File: src/rtl/rv_ex_pkg.sv
// Shared encodings for the RV32 execute stage: forwarding selects,
// ALU operations, RV32M funct3 values and the mul/div FSM states.
package rv_ex_pkg;

  // Forwarding selects. 2'b11 falls back to the register-file value.
  localparam logic [1:0] FWD_RD = 2'b00;
  localparam logic [1:0] FWD_W  = 2'b01;
  localparam logic [1:0] FWD_M  = 2'b10;

  // ALU operations
  localparam logic [3:0] ALU_ADD  = 4'd0;
  localparam logic [3:0] ALU_SUB  = 4'd1;
  localparam logic [3:0] ALU_AND  = 4'd2;
  localparam logic [3:0] ALU_OR   = 4'd3;
  localparam logic [3:0] ALU_XOR  = 4'd4;
  localparam logic [3:0] ALU_SLT  = 4'd5;
  localparam logic [3:0] ALU_SLTU = 4'd6;
  localparam logic [3:0] ALU_SLL  = 4'd7;
  localparam logic [3:0] ALU_SRL  = 4'd8;
  localparam logic [3:0] ALU_SRA  = 4'd9;

  // RV32M funct3 encodings
  localparam logic [2:0] MD_MUL    = 3'b000;
  localparam logic [2:0] MD_MULH   = 3'b001;
  localparam logic [2:0] MD_MULHSU = 3'b010;
  localparam logic [2:0] MD_MULHU  = 3'b011;
  localparam logic [2:0] MD_DIV    = 3'b100;
  localparam logic [2:0] MD_DIVU   = 3'b101;
  localparam logic [2:0] MD_REM    = 3'b110;
  localparam logic [2:0] MD_REMU   = 3'b111;

  typedef enum logic [1:0] {
    MD_IDLE,
    MD_BUSY,
    MD_DONE
  } md_state_t;

  // funct3[2] separates the divide group from the multiply group
  function automatic logic md_is_div(input logic [2:0] op);
    return op[2];
  endfunction

endpackage

File: src/rtl/ex_stage_md_md_unit.sv
// Multi-cycle RV32M unit: latches operands on start, times the multiplier,
// runs a restoring 1-bit/cycle divider on magnitudes and fixes signs at the end.
module md_unit
  import rv_ex_pkg::*;
#(
  parameter int XLEN       = 32,
  parameter int MUL_CYCLES = 2
) (
  input  logic            clk,
  input  logic            rst_n,
  input  logic            start,
  input  logic            flush,
  input  logic [2:0]      op,
  input  logic [XLEN-1:0] a,
  input  logic [XLEN-1:0] b,
  output logic            busy,
  output logic            done,
  output logic [XLEN-1:0] result
);

  localparam int MUL_CNT = (MUL_CYCLES > 1) ? MUL_CYCLES - 2 : 0;
  localparam int CNT_MAX = (XLEN - 1 > MUL_CNT) ? XLEN - 1 : MUL_CNT;
  localparam int CW      = $clog2(CNT_MAX + 2);

  md_state_t       state_q;
  logic [CW-1:0]   cnt_q;
  logic [2:0]      op_q;
  logic [XLEN-1:0] a_q, b_q;
  logic [XLEN-1:0] quo_q, rem_q, dvs_q;
  logic            neg_quo_q, neg_rem_q;

  // Operand classification for the instruction presented at start
  logic            signed_div, a_neg, b_neg, div_zero, div_ovf, special;
  logic [XLEN-1:0] a_mag, b_mag;

  assign signed_div = ~op[0];
  assign a_neg      = signed_div & a[XLEN-1];
  assign b_neg      = signed_div & b[XLEN-1];
  assign a_mag      = a_neg ? -a : a;
  assign b_mag      = b_neg ? -b : b;
  assign div_zero   = (b == '0);
  assign div_ovf    = signed_div & (a == {1'b1, {(XLEN-1){1'b0}}}) & (b == '1);
  assign special    = md_is_div(op) & (div_zero | div_ovf);

  // One restoring-division step on the latched magnitudes
  logic [XLEN:0] shifted, diff;
  assign shifted = {rem_q, quo_q[XLEN-1]};
  assign diff    = shifted - {1'b0, dvs_q};

  // Stall covers the accepting cycle and every BUSY cycle; flush or reset drop it at once
  assign busy = rst_n & ~flush & (((state_q == MD_IDLE) & start) | (state_q == MD_BUSY));
  assign done = (state_q == MD_DONE);

  // FSM, counter, operand latches and divider datapath
  always_ff @(posedge clk or negedge rst_n) begin
    // NOTE: state is assigned with <= so every register samples pre-edge values; = here would chain updates within one edge.
    if (!rst_n) begin
      state_q   <= MD_IDLE;
      cnt_q     <= '0;
      op_q      <= '0;
      a_q       <= '0;
      b_q       <= '0;
      quo_q     <= '0;
      rem_q     <= '0;
      dvs_q     <= '0;
      neg_quo_q <= 1'b0;
      neg_rem_q <= 1'b0;
    end else if (flush) begin
      state_q <= MD_IDLE;
    end else begin
      unique case (state_q)
        MD_IDLE: begin
          if (start) begin
            op_q      <= op;
            a_q       <= a;
            b_q       <= b;
            dvs_q     <= b_mag;
            quo_q     <= a_mag;
            rem_q     <= '0;
            neg_quo_q <= a_neg ^ b_neg;
            neg_rem_q <= a_neg;
            if (special) begin
              // Preload the final answers; sign fix-up is disabled
              neg_quo_q <= 1'b0;
              neg_rem_q <= 1'b0;
              quo_q     <= div_zero ? '1 : a;
              rem_q     <= div_zero ? a  : '0;
              state_q   <= MD_DONE;
            end else if (!md_is_div(op) && (MUL_CYCLES == 1)) begin
              state_q <= MD_DONE;
            end else begin
              state_q <= MD_BUSY;
              cnt_q   <= md_is_div(op) ? CW'(XLEN - 1) : CW'(MUL_CNT);
            end
          end
        end
        MD_BUSY: begin
          if (md_is_div(op_q)) begin
            rem_q <= diff[XLEN] ? shifted[XLEN-1:0] : diff[XLEN-1:0];
            quo_q <= {quo_q[XLEN-2:0], ~diff[XLEN]};
          end
          cnt_q <= cnt_q - 1'b1;
          if (cnt_q == '0) state_q <= MD_DONE;
        end
        MD_DONE: state_q <= MD_IDLE;
        default: state_q <= MD_IDLE;
      endcase
    end
  end

  // Product with per-op operand signedness, from the latched operands
  logic [XLEN:0]         a_ext, b_ext;
  logic signed [2*XLEN-1:0] prod;

  assign a_ext = {(op_q != MD_MULHU) & a_q[XLEN-1], a_q};
  assign b_ext = {((op_q == MD_MUL) | (op_q == MD_MULH)) & b_q[XLEN-1], b_q};
  assign prod  = (2*XLEN)'($signed(a_ext)) * (2*XLEN)'($signed(b_ext));

  // Final result selection with sign correction of quotient/remainder
  always_comb begin
    // NOTE: result gets a default before the case so no path leaves it unassigned (no latch).
    result = '0;
    unique case (op_q)
      MD_MUL:                       result = prod[XLEN-1:0];
      MD_MULH, MD_MULHSU, MD_MULHU: result = prod[2*XLEN-1:XLEN];
      MD_DIV, MD_DIVU:              result = neg_quo_q ? -quo_q : quo_q;
      MD_REM, MD_REMU:              result = neg_rem_q ? -rem_q : rem_q;
      default:                      result = '0;
    endcase
  end

endmodule

File: src/rtl/ex_stage_md.sv
// RV32 execute stage: operand forwarding, ALU, branch/jump target and
// decision, the multi-cycle RV32M unit, and the EX/MEM pipeline register.
module ex_stage_md
  import rv_ex_pkg::*;
#(
  parameter int XLEN       = 32,
  parameter int MUL_CYCLES = 2,
  parameter int REG_AW     = 5
) (
  input  logic              clk,
  input  logic              rst_n,
  input  logic              flush_E,
  input  logic              regWrite_E,
  input  logic              memWrite_E,
  input  logic              memRead_E,
  input  logic [2:0]        resultScr_E,
  input  logic [3:0]        alu_ctrl_E,
  input  logic              alu_srcB_E,
  input  logic              muxjalr,
  input  logic              jump_E,
  input  logic              branch_E,
  input  logic [2:0]        funct3,
  input  logic              md_en_E,
  input  logic [XLEN-1:0]   pc_E,
  input  logic [XLEN-1:0]   pc4_E,
  input  logic [XLEN-1:0]   imm_extended_E,
  input  logic [XLEN-1:0]   RD1_E,
  input  logic [XLEN-1:0]   RD2_E,
  input  logic [XLEN-1:0]   ResultW,
  input  logic [1:0]        ForwardAE,
  input  logic [1:0]        ForwardBE,
  input  logic [REG_AW-1:0] rd_E,
  input  logic [2:0]        mode_E,
  output logic              stall_E,
  output logic              PCSrc_E,
  output logic [XLEN-1:0]   PC_target_E,
  output logic              regWrite_M,
  output logic              memWrite_M,
  output logic              memRead_M,
  output logic [2:0]        resultScr_M,
  output logic [XLEN-1:0]   ALURuslt_M,
  output logic [XLEN-1:0]   imm_extended_M,
  output logic [XLEN-1:0]   write_Data_M,
  output logic [XLEN-1:0]   PC_target_mux_M,
  output logic [REG_AW-1:0] rd_M,
  output logic [XLEN-1:0]   pc4_M,
  output logic [2:0]        mode_M
);

  localparam int SHW = $clog2(XLEN);

  logic [XLEN-1:0] fwd_a, fwd_b, src_b, alu_result, md_result;
  logic [SHW-1:0]  shamt;
  logic            zero, md_busy, md_done;

  assign shamt = src_b[SHW-1:0];

  // Forwarding muxes, srcB select and ALU
  always_comb begin
    unique case (ForwardAE)
      FWD_W:   fwd_a = ResultW;
      FWD_M:   fwd_a = ALURuslt_M;
      default: fwd_a = RD1_E;
    endcase
    unique case (ForwardBE)
      FWD_W:   fwd_b = ResultW;
      FWD_M:   fwd_b = ALURuslt_M;
      default: fwd_b = RD2_E;
    endcase
    src_b = alu_srcB_E ? imm_extended_E : fwd_b;
    unique case (alu_ctrl_E)
      ALU_ADD:  alu_result = fwd_a + src_b;
      ALU_SUB:  alu_result = fwd_a - src_b;
      ALU_AND:  alu_result = fwd_a & src_b;
      ALU_OR:   alu_result = fwd_a | src_b;
      ALU_XOR:  alu_result = fwd_a ^ src_b;
      ALU_SLT:  alu_result = {{(XLEN-1){1'b0}}, $signed(fwd_a) < $signed(src_b)};
      ALU_SLTU: alu_result = {{(XLEN-1){1'b0}}, fwd_a < src_b};
      ALU_SLL:  alu_result = fwd_a << shamt;
      ALU_SRL:  alu_result = fwd_a >> shamt;
      ALU_SRA:  alu_result = XLEN'($signed(fwd_a) >>> shamt);
      default:  alu_result = '0;
    endcase
  end

  assign zero        = (alu_result == '0);
  assign PCSrc_E     = (zero & branch_E) | jump_E;
  assign PC_target_E = (muxjalr ? pc_E : fwd_a) + imm_extended_E;
  assign stall_E     = md_busy;

  md_unit #(
    .XLEN       (XLEN),
    .MUL_CYCLES (MUL_CYCLES)
  ) u_md (
    .clk    (clk),
    .rst_n  (rst_n),
    .start  (md_en_E),
    .flush  (flush_E),
    .op     (funct3),
    .a      (fwd_a),
    .b      (fwd_b),
    .busy   (md_busy),
    .done   (md_done),
    .result (md_result)
  );

  // EX/MEM register; control bits take a bubble on stall or flush
  always_ff @(posedge clk or negedge rst_n) begin
    if (!rst_n) begin
      regWrite_M      <= 1'b0;
      memWrite_M      <= 1'b0;
      memRead_M       <= 1'b0;
      resultScr_M     <= '0;
      ALURuslt_M      <= '0;
      imm_extended_M  <= '0;
      write_Data_M    <= '0;
      PC_target_mux_M <= '0;
      rd_M            <= '0;
      pc4_M           <= '0;
      mode_M          <= '0;
    end else begin
      if (flush_E || stall_E) begin
        regWrite_M <= 1'b0;
        memWrite_M <= 1'b0;
        memRead_M  <= 1'b0;
      end else begin
        regWrite_M <= regWrite_E;
        memWrite_M <= memWrite_E;
        memRead_M  <= memRead_E;
      end
      resultScr_M     <= resultScr_E;
      ALURuslt_M      <= md_done ? md_result : alu_result;
      imm_extended_M  <= imm_extended_E;
      write_Data_M    <= fwd_b;
      PC_target_mux_M <= PC_target_E;
      rd_M            <= rd_E;
      pc4_M           <= pc4_E;
      mode_M          <= mode_E;
    end
  end

endmodule

File: config.mk
export PLATFORM = sky130hd
export DESIGN_NAME = ex_stage_md
export DESIGN_NICKNAME = d
export VERILOG_FILES = /design/src/rtl/rv_ex_pkg.sv /design/src/rtl/ex_stage_md_md_unit.sv /design/src/rtl/ex_stage_md.sv
export SDC_FILE = /design/constraint.sdc
export NUM_CORES = 2
export LEC_CHECK = 0
export ABC_AREA = 0
export ABC_CLOCK_PERIOD_IN_PS = 8700
export BUFFER_PORTS_ARGS = -buffer_cell sky130_fd_sc_hd__buf_2
export CORE_MARGIN = 3
export CORE_UTILIZATION = 55
export CTS_CLUSTER_SIZE = 14
export DETAILED_ROUTE_END_ITERATION = 8
export PLACE_DENSITY = 0.76
export RECOVER_POWER = 100
export SETUP_SLACK_MARGIN = 0.02
export SLEW_MARGIN = 20
export SYNTH_ARGS = -nofsm -noshare
export SYNTH_HDL_FRONTEND = slang
export SYNTH_SLANG_ARGS = --single-unit
File: constraint.sdc
create_clock -name clk -period 8.7 [get_ports clk]
set_input_delay 0.87 -clock clk [delete_from_list [all_inputs] [get_ports clk]]
set_output_delay 0.87 -clock clk [all_outputs]
set_load 0.005 [all_outputs]
==> flow_summary.ini <==
[route]
dr.pass1.iters = 9
wl_met2_um = 124000
via_count = 64600
viasPerCell = 6.46
wl_per_cell_um = 30.7
drtIter0Drc = 8993
wl_met1_um = 117000
drc = 0
wl_met3_um = 47800
ant_nets = 0
postRouteWirelength_um = 307000
top_layer_used = met5

[floorplan]
die_area_um2 = 125000
die_x_um = 354
ios = 433
rows = 127
coreArea_um2 = 120000
dieHeight_um = 354
start_util_pct = 55.5

[global_routing]
antenna_found_initial = 50
grt_max_degree = 166
overflow = 0
grt_pass1_wl_um = 445000
grt_pass1_vias = 65000
grt_use_total_pct = 48.7

[synthesis]
ys_ff_latch = 346
ys_seq_area_share_pct = 13.0
syn_area_um2 = 66700
postSynthAreaPerCell_um2 = 8.48
ys_warn_count = 0
synthTopCellsByCount = 1251 x inv_1, 1226 x nand2_1, 1129 x fa_1, 442 x clkbuf_1, 440 x o21ai_0
yosys-top-cells-area = fa_1 34%, dfrtp_1 13%, ha_1 7.2%
syn_nets = 9597
synth_top_cell_area_share_pct = 33.9
yosysMostFrequentCell = inv_1
synth-edff-count = 0
yosysUniqueCellTypes = 89
syn-instance-count = 7860
synthFlopType = dfrtp_1
synth_top_area_cell = fa_1
async_flop_share_pct = 100

[sta]
min_period_ns = 8.48
final_hold_viol_count = 0
maxClockFrequency_mhz = 118
fin_crit_sh_pct = 97.5
drv_slew = 549
worst_clock_skew_ns = 0.0339
setup_viol = 0
max-slew-margin-rel_pct = -193
tightestPinTransition_ns = 4.39

[setup_path]
r2r-start = u_md.a_q[0]$_DFFE_PN0P_
r2r_cells = 25
r2r_slack_ns = 0.22
critical_path.endpoint_type = register
path_max_fanout = 17
required_ns = 9.15
path_class = reg2reg
r2r-end = ALURuslt_M[17]$_DFF_PN0_
worst_setup_path_start_kind = register
cp.arrival_ns = 8.93

[cells_and_area]
final_cells = 9994
post-route-util_pct = 61.9
drive_gt1_share_pct = 10.6
layout.nets = 10100
area_growth_pct = 11.6
fill_cells = 10200

[cts]
path_clk_slew_ns = 0.08
cts-root-buf = clkbuf_16
tritoncts = yes
cts_buffer_depth = 3
hold_buffers = 0
insertion_delay_ns = 0.64
htree_levels = 2
cts_made_buffers = 42
cts_num_sinks = 346

[run_status]
violations = capacitance limit, slew limit
outcome = complete, but fails checks

[flow_run]
drv_cap = 8

[worst_hold_path]
hold_start = resultScr_E[2]
worstHoldEndpoint = resultScr_M[2]$_DFF_PN0_
hold_path.class = in2reg
worstHoldPathCells = 1

[placement]
dp_hpwl_um = 248000
gp_congestion = 1.14
dp_cells = 9886
io_buffer_count = 432
## layer usage
| layer | vias up | track usage (%) |
|---|---|---|
| li1 | 26200 | - |
| met2 | 4949 | 66.8 |
| met4 | 36 | 22.3 |
| met3 | 1026 | 20.9 |
| met1 | 32400 | 66.4 |
| met5 | - | 0 |
## through the flow
stage / setup TNS, ns / instance area, µm² / hold WS [ns] / setup slack (ns)
finish: 0 / 74400 / 0.345 / 0.219
floorplan: 0 / 66700 / 0.450 / 0.275
global placement: 0 / 73000 / 0.463 / 0.0269
detailed placement: -0.0462 / 73000 / 0.471 / -0.0462
global route: -0.0718 / 74300 / 0.357 / -0.0541
CTS: 0 / 74500 / 0.180 / 0.0504
## worst max path at each step
| stage | start | end | depth (start not counted) |
|---|---|---|---|
| floorplan | u_md.a_q[31]$_DFFE_PN0P_ | ALURuslt_M[29]$_DFF_PN0_ | 28 |
| global placement | u_md.a_q[19]$_DFFE_PN0P_ | ALURuslt_M[17]$_DFF_PN0_ | 25 |
| detailed placement | u_md.a_q[12]$_DFFE_PN0P_ | ALURuslt_M[17]$_DFF_PN0_ | 28 |
| CTS | u_md.a_q[17]$_DFFE_PN0P_ | ALURuslt_M[22]$_DFF_PN0_ | 28 |
| global route | u_md.op_q[1]$_DFFE_PN0P_ | ALURuslt_M[27]$_DFF_PN0_ | 29 |
| finish | u_md.a_q[0]$_DFFE_PN0P_ | ALURuslt_M[17]$_DFF_PN0_ | 25 |
## placed cells by master, fill, tap and decap left out, types with 229 or more instances in the layout
cell type / netlist / layout
fa_1: 1129 / 1122
nor2_1: 312 / 309
a21oi_1: 300 / 299
buf_4: 2 / 417
buf_2: 24 / 239
o21ai_0: 440 / 431
inv_1: 1251 / 1250
and2_1: 341 / 336
dfrtp_1: 346 / 335
nand2_1: 1226 / 1224
clkbuf_1: 442 / 229
ha_1: 383 / 376
## layout make-up
type / count / area [µm²] / area share [%]
diodes: 25 / 62.6 / 0.0841
inverters: 1268 / 4770 / 6.41
multi-input cells: 5749 / 51500 / 69.3
clock buffers: 49 / 1130 / 1.52
well taps: 1612 / 2020 / 2.71
clock inverters: 26 / 375 / 0.505
repair buffers: 919 / 5810 / 7.81
flip-flops and latches: 346 / 8670 / 11.7
## critical path, cell delays in order, from the launching register on
cell	delay, ns
dfrtp_1	1.16
nand2_1	0.19
fa_1	0.44
fa_1	0.41
fa_1	0.50
inv_1	0.06
fa_1	0.54
inv_1	0.06
fa_1	0.52
fa_1	0.43
fa_1	0.48
inv_1	0.05
fa_1	0.49
ha_1	0.41
a21o_1	0.19
a21o_1	0.19
a32oi_2	0.29
a21oi_1	0.14
a22oi_2	0.26
a21oi_2	0.13
a2111oi_2	0.37
buf_4	0.21
xor2_4	0.19
o21ai_0	0.13
o211ai_1	0.28
o21ai_0	0.15
## timing repair
action	4_1_cts	5_1_grt
resized for setup	7	39
buffers inserted	0	8
pin swaps	0	5
hold endpoints to repair	0	0
setup endpoints to repair	1	16
## sequential cells by signal, summed over array words and instances (netlist names), 2 cells and up
register,cells
u_md.rem_q,32
PC_target_mux_M,32
resultScr_M,3
ALURuslt_M,32
rd_M,5
write_Data_M,32
u_md.a_q,32
u_md.quo_q,32
u_md.dvs_q,32
u_md.b_q,31
u_md.op_q,3
imm_extended_M,32
u_md.cnt_q,6
pc4_M,32
u_md.state_q,2
mode_M,3
## cells by family (layout without fill, tap and decap cells)
family / after synthesis / count (layout) / synth area share [%]
and+or+nand+nor: 2348 / 2348 / 16.0
buffers and inverters: 1765 / 2262 / 10.1
AOI/OAI and AO/OA: 1521 / 1521 / 14.7
adders and majority gates: 1512 / 1512 / 41.1
DFF: 346 / 346 / 13.0
xor gates and xnor gates: 249 / 249 / 3.27
muxes: 119 / 119 / 1.80
other: 0 / 25 / 0
Power is not shown: default switching activity piles up to over one toggle a cycle in this logic, so the estimate is an artifact.
